$ cat src/rtl/mem_pkg.sv
// Shared encodings and constants for the memory-controller arbiter and its requesters.
package mem_pkg;

  localparam int ADDR_W = 32;
  localparam int DATA_W = 32;

  localparam logic [2:0] LEN_B = 3'd1;
  localparam logic [2:0] LEN_H = 3'd2;
  localparam logic [2:0] LEN_W = 3'd4;

  typedef enum logic [1:0] {
    IDLE  = 2'd0,
    FETCH = 2'd1,
    DATA  = 2'd2,
    COOL  = 2'd3
  } arb_state_e;

  // Load/store request fields captured at grant time.
  typedef struct packed {
    logic              we;
    logic [ADDR_W-1:0] addr;
    logic [DATA_W-1:0] wdata;
    logic [2:0]        len;
    logic              sgn;
  } ls_fields_t;

endpackage

$ cat src/rtl/mem_arb_pick.sv
// Grant selection: data wins unless a waiting fetch has been passed over STARVE_MAX times.
module mem_arb_pick #(
  parameter int STARVE_MAX = 4,
  parameter int CNT_W      = 3
) (
  input  logic             ls_req_i,
  input  logic             if_req_i,
  input  logic             flush_i,
  input  logic [CNT_W-1:0] starve_cnt_i,
  output logic             grant_data_o,
  output logic             grant_fetch_o
);

  localparam logic [CNT_W-1:0] MaxCnt = CNT_W'(STARVE_MAX);

  // A flushed fetch is never granted; data falls back in if the fetch is blocked.
  always_comb begin
    grant_data_o  = 1'b0;
    grant_fetch_o = 1'b0;
    if (ls_req_i && (starve_cnt_i < MaxCnt)) begin
      grant_data_o = 1'b1;
    end else if (if_req_i && !flush_i) begin
      grant_fetch_o = 1'b1;
    end else if (ls_req_i) begin
      grant_data_o = 1'b1;
    end
  end

endmodule

$ cat src/rtl/mem_arbiter.sv
// Shares the single-ported memory controller between instruction fetch and load/store,
// holding each granted request on registered strobes until the controller completes it.
module mem_arbiter
  import mem_pkg::*;
#(
  parameter int STARVE_MAX = 4
) (
  input  logic              clk,
  input  logic              rst,
  input  logic              flush,

  input  logic              if_req,
  input  logic [ADDR_W-1:0] if_addr,
  output logic              if_valid,
  output logic [DATA_W-1:0] if_rdata,
  output logic [ADDR_W-1:0] if_raddr,

  input  logic              ls_req,
  input  logic              ls_we,
  input  logic [ADDR_W-1:0] ls_addr,
  input  logic [DATA_W-1:0] ls_wdata,
  input  logic [2:0]        ls_len,
  input  logic              ls_signed,
  output logic              ls_done,
  output logic [DATA_W-1:0] ls_rdata,

  output logic              mc_ifetch,
  output logic              mc_load,
  output logic              mc_save,
  output logic [ADDR_W-1:0] mc_iaddr,
  output logic [ADDR_W-1:0] mc_addr,
  output logic [DATA_W-1:0] mc_wdata,
  output logic [2:0]        mc_len,
  output logic              mc_signed,

  input  logic              mc_inst_valid,
  input  logic [DATA_W-1:0] mc_inst,
  input  logic              mc_done,
  input  logic [DATA_W-1:0] mc_data
);

  localparam int CNT_W = (STARVE_MAX < 1) ? 1 : $clog2(STARVE_MAX + 1);
  localparam logic [CNT_W-1:0] MaxCnt = CNT_W'(STARVE_MAX);

  arb_state_e        state_q, state_d;
  logic [CNT_W-1:0]  starve_q, starve_d;
  logic              drop_q, drop_d;
  logic              ifetch_q, ifetch_d;
  logic              load_q, load_d;
  logic              save_q, save_d;
  logic [ADDR_W-1:0] iaddr_q, iaddr_d;
  ls_fields_t        ls_q, ls_d;
  logic              if_valid_q, if_valid_d;
  logic [DATA_W-1:0] if_rdata_q, if_rdata_d;
  logic [ADDR_W-1:0] if_raddr_q, if_raddr_d;
  logic              ls_done_q, ls_done_d;
  logic [DATA_W-1:0] ls_rdata_q, ls_rdata_d;

  logic grant_data;
  logic grant_fetch;

  mem_arb_pick #(
    .STARVE_MAX (STARVE_MAX),
    .CNT_W      (CNT_W)
  ) u_pick (
    .ls_req_i      (ls_req),
    .if_req_i      (if_req),
    .flush_i       (flush),
    .starve_cnt_i  (starve_q),
    .grant_data_o  (grant_data),
    .grant_fetch_o (grant_fetch)
  );

  always_comb begin
    state_d    = state_q;
    starve_d   = starve_q;
    drop_d     = drop_q;
    ifetch_d   = ifetch_q;
    load_d     = load_q;
    save_d     = save_q;
    iaddr_d    = iaddr_q;
    ls_d       = ls_q;
    if_valid_d = 1'b0;
    if_rdata_d = if_rdata_q;
    if_raddr_d = if_raddr_q;
    ls_done_d  = 1'b0;
    ls_rdata_d = ls_rdata_q;

    case (state_q)
      IDLE: begin
        if (grant_data) begin
          state_d     = DATA;
          ls_d.we     = ls_we;
          ls_d.addr   = ls_addr;
          ls_d.wdata  = ls_wdata;
          ls_d.len    = ls_len;
          ls_d.sgn    = ls_signed;
          load_d      = !ls_we;
          save_d      = ls_we;
          // Only a fetch that is actually waiting accrues starvation credit.
          if (!if_req) begin
            starve_d = '0;
          end else if (starve_q < MaxCnt) begin
            starve_d = starve_q + CNT_W'(1);
          end
        end else if (grant_fetch) begin
          state_d  = FETCH;
          iaddr_d  = if_addr;
          ifetch_d = 1'b1;
          starve_d = '0;
        end
      end

      // The controller cannot abort, so a flushed fetch runs out and is swallowed.
      FETCH: begin
        if (mc_inst_valid) begin
          state_d  = COOL;
          ifetch_d = 1'b0;
          drop_d   = 1'b0;
          if (!drop_q && !flush) begin
            if_valid_d = 1'b1;
            if_rdata_d = mc_inst;
            if_raddr_d = iaddr_q;
          end
        end else begin
          drop_d = drop_q | flush;
        end
      end

      DATA: begin
        if (mc_done) begin
          state_d    = COOL;
          load_d     = 1'b0;
          save_d     = 1'b0;
          ls_done_d  = 1'b1;
          ls_rdata_d = mc_data;
        end
      end

      COOL: begin
        state_d = IDLE;
      end

      default: begin
        state_d = IDLE;
      end
    endcase
  end

  always_ff @(posedge clk) begin
    if (rst) begin
      state_q    <= IDLE;
      starve_q   <= '0;
      drop_q     <= 1'b0;
      ifetch_q   <= 1'b0;
      load_q     <= 1'b0;
      save_q     <= 1'b0;
      iaddr_q    <= '0;
      ls_q       <= '0;
      if_valid_q <= 1'b0;
      if_rdata_q <= '0;
      if_raddr_q <= '0;
      ls_done_q  <= 1'b0;
      ls_rdata_q <= '0;
    end else begin
      state_q    <= state_d;
      starve_q   <= starve_d;
      drop_q     <= drop_d;
      ifetch_q   <= ifetch_d;
      load_q     <= load_d;
      save_q     <= save_d;
      iaddr_q    <= iaddr_d;
      ls_q       <= ls_d;
      if_valid_q <= if_valid_d;
      if_rdata_q <= if_rdata_d;
      if_raddr_q <= if_raddr_d;
      ls_done_q  <= ls_done_d;
      ls_rdata_q <= ls_rdata_d;
    end
  end

  assign mc_ifetch = ifetch_q;
  assign mc_load   = load_q;
  assign mc_save   = save_q;
  assign mc_iaddr  = iaddr_q;
  assign mc_addr   = ls_q.addr;
  assign mc_wdata  = ls_q.wdata;
  assign mc_len    = ls_q.len;
  assign mc_signed = ls_q.sgn;

  assign if_valid  = if_valid_q;
  assign if_rdata  = if_rdata_q;
  assign if_raddr  = if_raddr_q;
  assign ls_done   = ls_done_q;
  assign ls_rdata  = ls_rdata_q;

endmodule

$ cat config.mk
export PLATFORM = sky130hd
export DESIGN_NAME = mem_arbiter
export DESIGN_NICKNAME = d
export VERILOG_FILES = /design/src/rtl/mem_pkg.sv /design/src/rtl/mem_arb_pick.sv /design/src/rtl/mem_arbiter.sv
export SDC_FILE = /design/constraint.sdc
export NUM_CORES = 1
export LEC_CHECK = 0
export CAP_MARGIN = 20
export CORE_AREA = 5 5 140 142
export DETAILED_ROUTE_END_ITERATION = 7
export DIE_AREA = 0 0 145 147
export PLACE_DENSITY = 0.87
export SYNTH_ARGS = -nofsm -noshare
export SYNTH_HDL_FRONTEND = slang
export SYNTH_SLANG_ARGS = --single-unit
$ cat constraint.sdc
create_clock -name clk -period 3.6 [get_ports clk]
set_clock_uncertainty 0.15 [all_clocks]
set_input_delay 0.36 -clock clk [delete_from_list [all_inputs] [get_ports clk]]
set_output_delay 0.36 -clock clk [all_outputs]
set_load 0.02 [all_outputs]
Word level (Yosys, flattened, before mapping) --
Cells that the tools add are included.
Operators by class: add/sub/neg operators 1, bitwise operators 5, mux-type cells 26, reduce and logical (&&, ||, !) cells 20, order comparisons 1, equal/unequal tests 10
Operators with widths (number):
- $reduce_and A3 Y1 | 5
- $mux W1 | 14
- $mux W3 | 4
- $ne A2 B2 Y1 const B | 5
- $mux W2 | 4
- $pmux W2 S4 | 1
- $pmux W1 S2 | 3
- $reduce_bool A2 Y1 | 3
- $eq A2 B2 Y1 const B | 2
- $not A1 Y1 | 4
- $reduce_and A2 Y1 | 2
- $reduce_and A4 Y1 | 1
- $add A3 B1 Y3 const B | 1
- $logic_and A1 B1 Y1 | 3
- $logic_not A1 Y1 | 3
- $lt A3 B3 Y1 const B | 1
- $ne A3 B2 Y1 const B | 1
- $ne A3 B3 Y1 const B | 1
- $reduce_or A3 Y1 | 1
- $eq A2 B1 Y1 const B | 1
- $logic_not A2 Y1 | 1
- $reduce_or A2 Y1 | 1
- $or A1 B1 Y1 | 1
Word-level totals: logic and storage cells 79, output and inout port bits 201, input bits 172, register bits 207

Logic depth before layout (Yosys ltp) --
depth in word-level cells 7, depth in mapped cells 8

Hierarchy --
A second synthesis with hierarchy kept.
Unflattened totals: cell total of the unflattened synthesis 928, area total of the unflattened synthesis 7362.1 um^2
Modules (own cells, without submodules):
- mem_arbiter | times used 1, cells each 924, area an instance 7325.8 um^2, sequential area each 4144.0 um^2
- mem_arb_pick | times used 1, cells each 4, area an instance 36.3 um^2, sequential area each 0.0 um^2

Least setup slack after synthesis --
No wires, ideal clock.
path kind register to register, start point register state_q[1], end point register if_raddr_q[10], in the netlist if_raddr[10], cell stages (with the launch flop) 9, data arrival time 1.482 ns, path buffers 2, setup slack 1.835 ns, period minus slack after synthesis 1.765 ns, library setup time 0.132 ns, path through dfxtp_1 inv_1 ha_1 nand2_1 or3_1 buf_2 clkbuf_1 nand2_1 a21oi_1
Between the ends: longest elaborated chain between the ends 2
Ends and longest elaborated chain:
- start: declaration | RTL line mem_arbiter.sv:45 | arb_state_e state_q, state_d;
- start signal: assignment | RTL line mem_arbiter.sv:166 | state_q <= state_d;
- $eq A2 B1 Y1 | RTL line mem_arbiter.sv:89 | case (state_q)
- $reduce_and A3 Y1 (no line)
- end signal: assignment | RTL line mem_arbiter.sv:176 | if_raddr_q <= if_raddr_d;
- end: declaration | RTL line mem_arbiter.sv:55 | logic [ADDR_W-1:0] if_raddr_q, if_raddr_d;
Every way passes these cells. A chain may end at the register's enable or synchronous reset.

Worst setup path after layout --
start point register state_q[0], end point register ls_q (netlist bit mc_wdata[17])
Between the ends: longest elaborated chain between the ends 2
Ends and longest elaborated chain:
- $logic_not A2 Y1 | RTL line mem_arbiter.sv:89
- $reduce_and A2 Y1 (no line)
- end signal: assignment | RTL line mem_arbiter.sv:173 | ls_q <= ls_d;
- end: declaration | RTL line mem_arbiter.sv:52 | ls_fields_t ls_q, ls_d;
Every way passes these cells.

==> results.sh <==
export IMPL_status="complete, no violations"
export IMPL_antenna_found_initial=0
export IMPL_place_gp_congestion=0.843
export IMPL_num_nets_final=1441
export IMPL_syn_nets=1098
export IMPL_first_pass_iters=4
export IMPL_syn_cell_area_um2=7240
export IMPL_layout_setup_ws_ns=1.26
export IMPL_synth_top_cell_by_area="dfxtp_1"
export IMPL_yosysWarnings=0
export IMPL_dp_hpwl_um=17600
export IMPL_final_common_cell="nand2_1"
export IMPL_min_path_type="in -> reg"
export IMPL_clock_latency_ns=0.50
export IMPL_slew_viol_final=0
export IMPL_finalCritPeriodShare_pct=64.9
export IMPL_ant_nets=0
export IMPL_async_flop_share_pct=0
export IMPL_grt_pass1_wl_um=38700
export IMPL_final_util_pct=64.6
export IMPL_cts_resized=0
export IMPL_cts_tree="yes"
export IMPL_drive_gt1_share_pct=4.14
export IMPL_p_per_area_nw_per_um2=569
export IMPL_rows=50
export IMPL_r2r_setup_slack_ns=1.26
export IMPL_initial_utilization_pct=39.5
export IMPL_num_vias=7431
export IMPL_cts_hold_buffers=0
export IMPL_synth_edff_count=0
export IMPL_htreeDepth=1
export IMPL_numPortBuffers=372
export IMPL_diodes=0
export IMPL_final_hold_viol_count=0
export IMPL_wl_per_cell_um=16.5
export IMPL_drt_wl_total_um=25000
export IMPL_setup_viol=0
export IMPL_drc=0
export IMPL_cts_root_buf="clkbuf_16"
export IMPL_final_cell_mix="396 x nand2_1, 371 x clkdlybuf4s50_1, 207 x dfxtp_1, 201 x a21oi_1, 23 x clkbuf_16"
export IMPL_die_area_um2=21300
export IMPL_fin_crit_ns=2.34
export IMPL_first_iter_violations=354
export IMPL_cts_buffer_depth=3
export IMPL_tns_ns=0
export IMPL_ys_seq_elements=207
export IMPL_dominantRegCellSynth="dfxtp_1"
export IMPL_rsz0062_at_grt="no"
export IMPL_seq_area_frac_synth_pct=57.2
export IMPL_avgViaCountPerCell=4.91
export IMPL_max_freq_ghz=0.428
export IMPL_fp_dieH_um=147
export IMPL_pre_cts_ws_ns=0.885
export IMPL_end_kind="flop"
export IMPL_crit_fanout=28
export IMPL_ios=373
export IMPL_grt_max_degree=106
export IMPL_cts_sinks=207
export IMPL_leakage_nw=4.19
export IMPL_die_w_um=145
export IMPL_cp_arrival_ns=2.55
export IMPL_core_region_area_um2=18300
export IMPL_ir_worst_vdd_uv=441
export IMPL_postCtsSetupBuffers=0
export IMPL_syn_to_final_growth_pct=63.6
export IMPL_slew_headroom_pct=32.9
export IMPL_synth_top_cells_by_area="dfxtp_1 57%, nand2_1 21%, a21oi_1 14%"
export IMPL_avgSynthCellArea_um2=7.86
export IMPL_max_cap_violations=0
export IMPL_yosys_area_top_type_share_pct=57.2
export IMPL_grtUsageTotal_pct=21.8
export IMPL_grt_remaining_overflow=0
export IMPL_crit_type="reg -> reg"
export IMPL_tightest_slew_ns=1.00
export IMPL_clkTransAtPathRegs_ns=0.06
export IMPL_cts_buffers_inserted=23
export IMPL_grt_pass1_vias=7297
export IMPL_ys_types=30
export IMPL_crit_path_start_kind="flop"
export IMPL_syn_inst=922
export IMPL_crit_required_ns=3.81
-- metal layers --
metal	GRT usage, %	wire length [um]	share of wire (%)
met1	24.2	9530	38
met2	38.9	12500	50
met3	6.42	1950	7.8
met4	8.95	989	4.0
met5	0	0	0
-- synthesized netlist by cell type (3+ instances only) --
library cell	number
a21oi_1	201
buf_2	20
clkbuf_1	42
dfxtp_1	207
ha_1	4
inv_1	7
nand2_1	396
nand3_1	6
nor2_1	7
nor2b_1	3
o21ai_0	4
or3_1	3
-- state kept, by name, summed over array words and instances, names as in the netlist --
name	cells
mc_addr	32
if_valid	1
mc_ifetch	1
mc_iaddr	32
drop_q	1
starve_q	3
mc_load	1
mc_wdata	32
mc_len	3
mc_save	1
state_q	2
if_rdata	32
ls_done	1
if_raddr	32
ls_rdata	32
mc_signed	1
-- report_power, final --
part | internal [mW] | switching (mW)
sequential | 2.53 | 0.131
clock | 1.37 | 0.907
combinational | 0.776 | 1.03
total | 4.67 | 2.07
-- stage by stage --
step | total power [mW] | area (um2) | hold slack, ns | cells
after global placement | 4.46 | 11100 | 0.290 | 1473
after floorplan | 3.66 | 7240 | 0.310 | 922
after CTS | 6.80 | 11800 | 0.0891 | 1513
after detailed placement | 4.51 | 11100 | 0.295 | 1473
after global routing | 7.07 | 11800 | 0.121 | 1514
final | 6.74 | 11800 | 0.111 | 1514
-- cell families (layout without fill, tap and decap cells) --
logic type      Yosys count  after routing  synth area share [%]
simple gates            423            423                  22.6
compound gates          213            213                  15.1
fa+ha+maj                 4              4                 0.691
mux                       1              1                 0.138
flops                   207            207                  57.2
buf+inv                  73            431                  4.20
xor+xnor                  1              1                 0.121
-- path summary, 6_finish.rpt --
path,from,end,cells after the start
worst min register to register,mc_wdata[14]$_SDFFE_PP0P_,mc_wdata[14]$_SDFFE_PP0P_,2
worst max register to register,state_q[0]$_SDFFE_PP0P_,mc_wdata[17]$_SDFFE_PP0P_,6
worst min-delay path,rst,mc_len[1]$_SDFFE_PP0P_,2
worst max-delay path,state_q[0]$_SDFFE_PP0P_,mc_wdata[17]$_SDFFE_PP0P_,6
-- worst max-delay path, stage by stage (launching register included) --
cell and delay [ns]:
dfxtp_1 0.32, inv_1 0.09, ha_1 0.43, nand3_2 0.57, buf_4 0.44, nand2_1 0.11
a21oi_1 0.07
-- area by class of cell --
type	count	area (um2)
multi-input cells	642	2810
clock buffers	34	677
fillers	1487	6480
clock inverters	6	58.8
well taps	234	293
inverters	7	26.3
repair buffers	384	3840
flip-flops and latches	207	4140
No activity file was read; power rests on OpenSTA's default activity.
==> RTL edit 1, RTL diff (same flow settings) <==
`if_raddr_q` no longer has a reset.
--- a/src/rtl/mem_arbiter.sv
+++ b/src/rtl/mem_arbiter.sv
@@ -159,7 +159,6 @@
       ls_q       <= '0;
       if_valid_q <= 1'b0;
       if_rdata_q <= '0;
-      if_raddr_q <= '0;
       ls_done_q  <= 1'b0;
       ls_rdata_q <= '0;
     end else begin
@@ -173,10 +172,13 @@
       ls_q       <= ls_d;
       if_valid_q <= if_valid_d;
       if_rdata_q <= if_rdata_d;
-      if_raddr_q <= if_raddr_d;
       ls_done_q  <= ls_done_d;
       ls_rdata_q <= ls_rdata_d;
     end
+  end
+
+  always_ff @(posedge clk) begin
+    if_raddr_q <= if_raddr_d;
   end
 
   assign mc_ifetch = ifetch_q;
Formal check against the unedited RTL: differs if rst is asserted again (counterexample within 4 cycles, from zero or initial values and one cycle with rst high); with rst held inactive, the same outputs for 4 cycles.
==> RTL edit 1 against the unedited design <==
Die area is the same. Setup slack worse by 210 ps. Sequential cell count unchanged. Largest cell class unchanged. Synthesized area down 0.21%. Critical path depth unchanged. Wire length shrank 6.9%. Hold slack better by 110 ps. Synthesized cell count shrank 11%. Total power up 1.5%. Final area down 0.39%. Core utilization is 0.25 points lower.
==> RTL edit 1: results (changes against the unedited design) <==
.. list-table::
   :header-rows: 1

   * - Metric
     - Value
   * - Result of the run
     - completed
   * - Largest net degree at the start of global routing
     - 89 (-16%)
   * - Post-Synthesis Net Count
     - 992 (-9.7%)
   * - Clk root buf
     - clkbuf_16
   * - Initial DRT Pass Iterations
     - 4 (unchanged)
   * - Total wire length after detailed routing
     - 23230 um (-6.9%)
   * - Number of antenna violations at the first check in global routing
     - 0 (unchanged)
   * - Clock latency on the worst-skew pair
     - 490 ps
   * - Leak pwr
     - 4.177 nW (-0.32%)
   * - Global-route wire length before repair
     - 35920 um (-7.1%)
   * - Timing startpoint of the critical path
     - state_q[1]
   * - CTS clock-pin slew for the worst setup and hold paths
     - 60 ps (about the same)
   * - Worst EP arrival
     - 2750 ps (+200 ps)
   * - Top cells by instance count after synthesis
     - nand2_1 (323), dfxtp_1 (175), a21oi_1 (160)
   * - Sequential-to-total area share from yosys stat
     - 0.6175 (+0.04549)
   * - Number of synthesized flops with an enable pin
     - 32 (+32)
   * - Gp weighted congestion
     - 0.8288 (-1.7%)
   * - Post-synthesis async set-or-reset flop share
     - 0 (unchanged)
   * - Worst min-delay path category
     - in2reg
   * - Final instance count without filler cells
     - 1416 (-6.5%)
   * - Global Route met2 Usage
     - 0.3708 (-0.01776)
   * - P_sw
     - 2.053 mW (-0.64%)
   * - Number of distinct library cells after synthesis
     - 35 (+17%)
   * - Post-detail-place hpwl
     - 16740 um (-4.7%)
   * - Maximum resistive drop on vdd
     - 0.4475 mV (+1.5%)
   * - Number of inserted filler cells in the final layout
     - 1460 (-1.8%)
   * - Biggest fanout along the worst timing path
     - 38 (+36%)
   * - Number of buffers created by CTS
     - 22 (-4.3%)
   * - Number of H-tree levels
     - 1 (unchanged)
   * - Total routing resource utilization after global routing
     - 0.2038 (-0.01389)
   * - Count of buffers from port buffering
     - 372 (unchanged)
   * - Fraction of final layout cells with drive strength greater than 1
     - 0.05499 (+0.01359)
   * - Post-CTS setup buffer count
     - 0 (unchanged)
   * - Average cell area after synthesis
     - 8.860 um^2 (+13%)
   * - Net total in the final layout
     - 1342 (-6.9%)
   * - Fraction of met3 tracks used by global routing
     - 0.05583 (-0.008328)
   * - Most frequent cell after synthesis
     - nand2_1
   * - Largest cells by area after synthesis
     - dfxtp_1 (48%), nand2_1 (17%), edfxtp_1 (13%), a21oi_1 (11%), clkbuf_1 (1.4%)
   * - M1 GR Usage
     - 0.2273 (-0.01456)
   * - Slew @ Worst Pin
     - 726.7 ps (-277.5 ps)
   * - Number of DRC markers in iteration 0
     - 323 (-8.8%)
   * - Overall via count from detail_route
     - 6841 (-7.9%)
## RTL edit 1: power by group through the flow
stage          Sequential [mW]  Clock [mW]  Combinational (mW)
2_1_floorplan             3.06           0               0.710
3_3_place_gp              2.78           0                1.79
3_5_place_dp              2.79           0                1.83
4_1_cts                   2.75        2.33                1.83
5_1_grt                   2.78        2.43                1.97
6_report                  2.74        2.28                1.82
## RTL edit 1: area by class of cell
class / instances / share of cell area
sequential: 207 / 0.3782
timing repair buffer: 382 / 0.3244
multi-input combinational: 545 / 0.2075
clock buffer: 33 / 0.05449
tap: 234 / 0.02481
clock inverter: 7 / 0.007633
inverter: 8 / 0.002968
## RTL edit 1: logic make-up (layout without fill, tap and decap cells)
kind of cell	Yosys count	in the layout	share of synthesized area
mux	1	1	0.001385
fa+ha+maj	4	4	0.006923
buf+inv	64	430	0.04465
simple gates	358	358	0.1949
xor+xnor	1	1	0.001212
flops	207	207	0.6175
compound gates	181	181	0.1334
## RTL edit 1: worst paths after layout
kind / slack (ps) / to / depth (start not counted)
max reg2reg: 1050 / mc_addr[7] / 6
min reg2reg: 300 / mc_addr[13] / 2
min: 220 / if_rdata[28] / 2
max: 1050 / mc_addr[7] / 6
## RTL edit 1: through the flow
stage          instance area, um^2  utilization  setup slack [ps]
2_1_floorplan                 7229            -              1721
3_3_place_gp                 11050       0.6031             971.7
3_5_place_dp                 11050       0.6031             917.9
4_1_cts                      11790       0.6431              1027
5_1_grt                      11800       0.6439             871.1
6_report                     11800       0.6439              1048
## RTL edit 1: worst max-delay path, cell delays in order (launching register included)
cell and delay (ps):
dfxtp_1 340, inv_1 100, ha_1 420, nand3_2 660
buf_4 510, nand2_1 140, a21oi_1 70
## RTL edit 1: routing by layer
metal	part of all wire	up-vias
li1	-	3356
met1	0.38	3156
met2	0.51	276
met3	0.081	53
met4	0.036	0
met5	0	-
==> RTL edit 2, RTL diff (same flow settings) <==
Made on the original files. Set the package constant `DATA_W` to 40 (it was 32).
--- a/src/rtl/mem_pkg.sv
+++ b/src/rtl/mem_pkg.sv
@@ -2,7 +2,7 @@
 package mem_pkg;
 
   localparam int ADDR_W = 32;
-  localparam int DATA_W = 32;
+  localparam int DATA_W = 40;
 
   localparam logic [2:0] LEN_B = 3'd1;
   localparam logic [2:0] LEN_H = 3'd2;
Ports: changed (6 resized); port bits go from 373 to 421. The function was not compared with the original's and may differ.
==> RTL edit 2 against the unedited design <==
Synthesized area up 12%. Via count up 11%. Largest cell class unchanged. Critical path type unchanged. Wire length up 15%. Non-clock buffer count up 46. Total power up 11%. Setup slack better by 91 ps. Sequential cell count up 24. Global-route usage up 3.1 points. Synthesized cell count up 11%. First-iteration DRC count up 34%. Final area up 11%.
==> RTL edit 2: results (changes against the unedited design) <==
.. list-table::
   :header-rows: 1

   * - Metric
     - Value
   * - Result of the run
     - completed
   * - Seq/total area
     - 0.3517 (+0.001931)
   * - Leak pwr
     - 4.637 nW (+11%)
   * - Routed vias/inst
     - 4.962 (+1.1%)
   * - Largest net degree at the start of global routing
     - 111 (+4.7%)
   * - Count of placed standard cells including taps
     - 1616 (+9.7%)
   * - Total routing resource utilization after global routing
     - 0.2487 (+0.03096)
   * - Origin of the critical flop-to-flop path
     - state_q[1]
   * - Library cell contributing the largest single delay on the critical path
     - buf_4
   * - Largest cells by area after synthesis
     - dfxtp_1 (57%), nand2_1 (21%), a21oi_1 (14%), clkbuf_1 (1.6%), buf_2 (1.3%)
   * - Non-clock buffer instance count of the final layout
     - 430 (+12%)
   * - Number of inserted filler cells in the final layout
     - 1351 (-9.1%)
   * - Multi-Input Combinational
     - 714 (+11%)
   * - Top cells by instance count after synthesis
     - nand2_1 (444), dfxtp_1 (231), a21oi_1 (225)
   * - Post-detail-place hpwl
     - 20130 um (+15%)
   * - Number of buffers created by CTS
     - 24 (+4.3%)
   * - Per-cell routed wire length
     - 17.30 um (+5.0%)
   * - Sequential-to-total area share from yosys stat
     - 0.5693 (-0.002705)
   * - Ant. Diodes
     - 2 (+2)
   * - Biggest fanout along the worst timing path
     - 72 (+160%)
   * - Count of buffers from port buffering
     - 420 (+13%)
   * - Global-route wire length before repair
     - 43560 um (+13%)
   * - Min Hold Slack
     - 174.1 ps (+63.21 ps)
   * - Worst setup timing slack at the placement stage
     - 1182 ps (+296.9 ps)
   * - Hold Path Sink
     - ls_rdata[7]
   * - Final instance count without filler cells
     - 1661 (+9.7%)
   * - Number of DRC markers in iteration 0
     - 473 (+34%)
   * - Top Family by Delay on Critical Path
     - buffers and inverters
   * - Gp weighted congestion
     - 0.8605 (+2.1%)
   * - Post-Synthesis Net Count
     - 1226 (+12%)
   * - Buffer share of cell area
     - 0.3274 (+0.003328)
   * - Depth of the worst register-to-register path
     - 7 (+1)
==> RTL edit 2: worst register-to-register path: stages (launching register included) <==
cell     delay [ps]
dfxtp_1         330
inv_1            80
ha_1            270
nand2_1         160
nor3_4          130
buf_4           600
nand2_1         290
a21oi_1         170
==> RTL edit 2: power by group through the flow <==
stage	registers (mW)	logic (mW)	clock network [mW]
global placement	3.01	1.97	0
global route	3.00	2.16	2.63
floorplan	3.32	0.809	0
detailed placement	3.03	2.00	0
CTS	2.97	2.02	2.52
finish	2.98	2.01	2.46
==> RTL edit 2: worst max-delay path by stage <==
stage               start      endpoint  slack [ps]  cells past startpoint
5_1_grt        state_q[1]  if_rdata[21]        1240                      7
3_3_place_gp        flush    mc_addr[1]        1270                      6
4_1_cts        state_q[1]  if_rdata[21]        1390                      7
6_report       state_q[1]  if_rdata[21]        1350                      7
2_1_floorplan  state_q[1]  if_raddr[10]        1910                      8
3_5_place_dp        flush  mc_wdata[18]        1180                      6
==> RTL edit 2: layer usage <==
layer / vias to the layer above / track usage / wire length [um]
met4: 0 / 0.1045 / 1120
met2: 332 / 0.4474 / 14650
met3: 66 / 0.09161 / 2772
li1: 4059 / - / -
met5: - / 0 / 0
met1: 3785 / 0.2609 / 10200
==> RTL edit 2: kinds of logic (layout without fill, tap and decap cells) <==
kind of cell | Yosys count | count (layout) | share of synthesized area
AOI/OAI and AO/OA | 237 | 237 | 0.1491
xor gates and xnor gates | 1 | 1 | 0.001078
adders and majority gates | 4 | 4 | 0.006162
buffers and inverters | 81 | 480 | 0.04945
DFF | 231 | 231 | 0.5693
muxes | 1 | 1 | 0.001232
other | 0 | 2 | 0
and+or+nand+nor | 471 | 471 | 0.2237
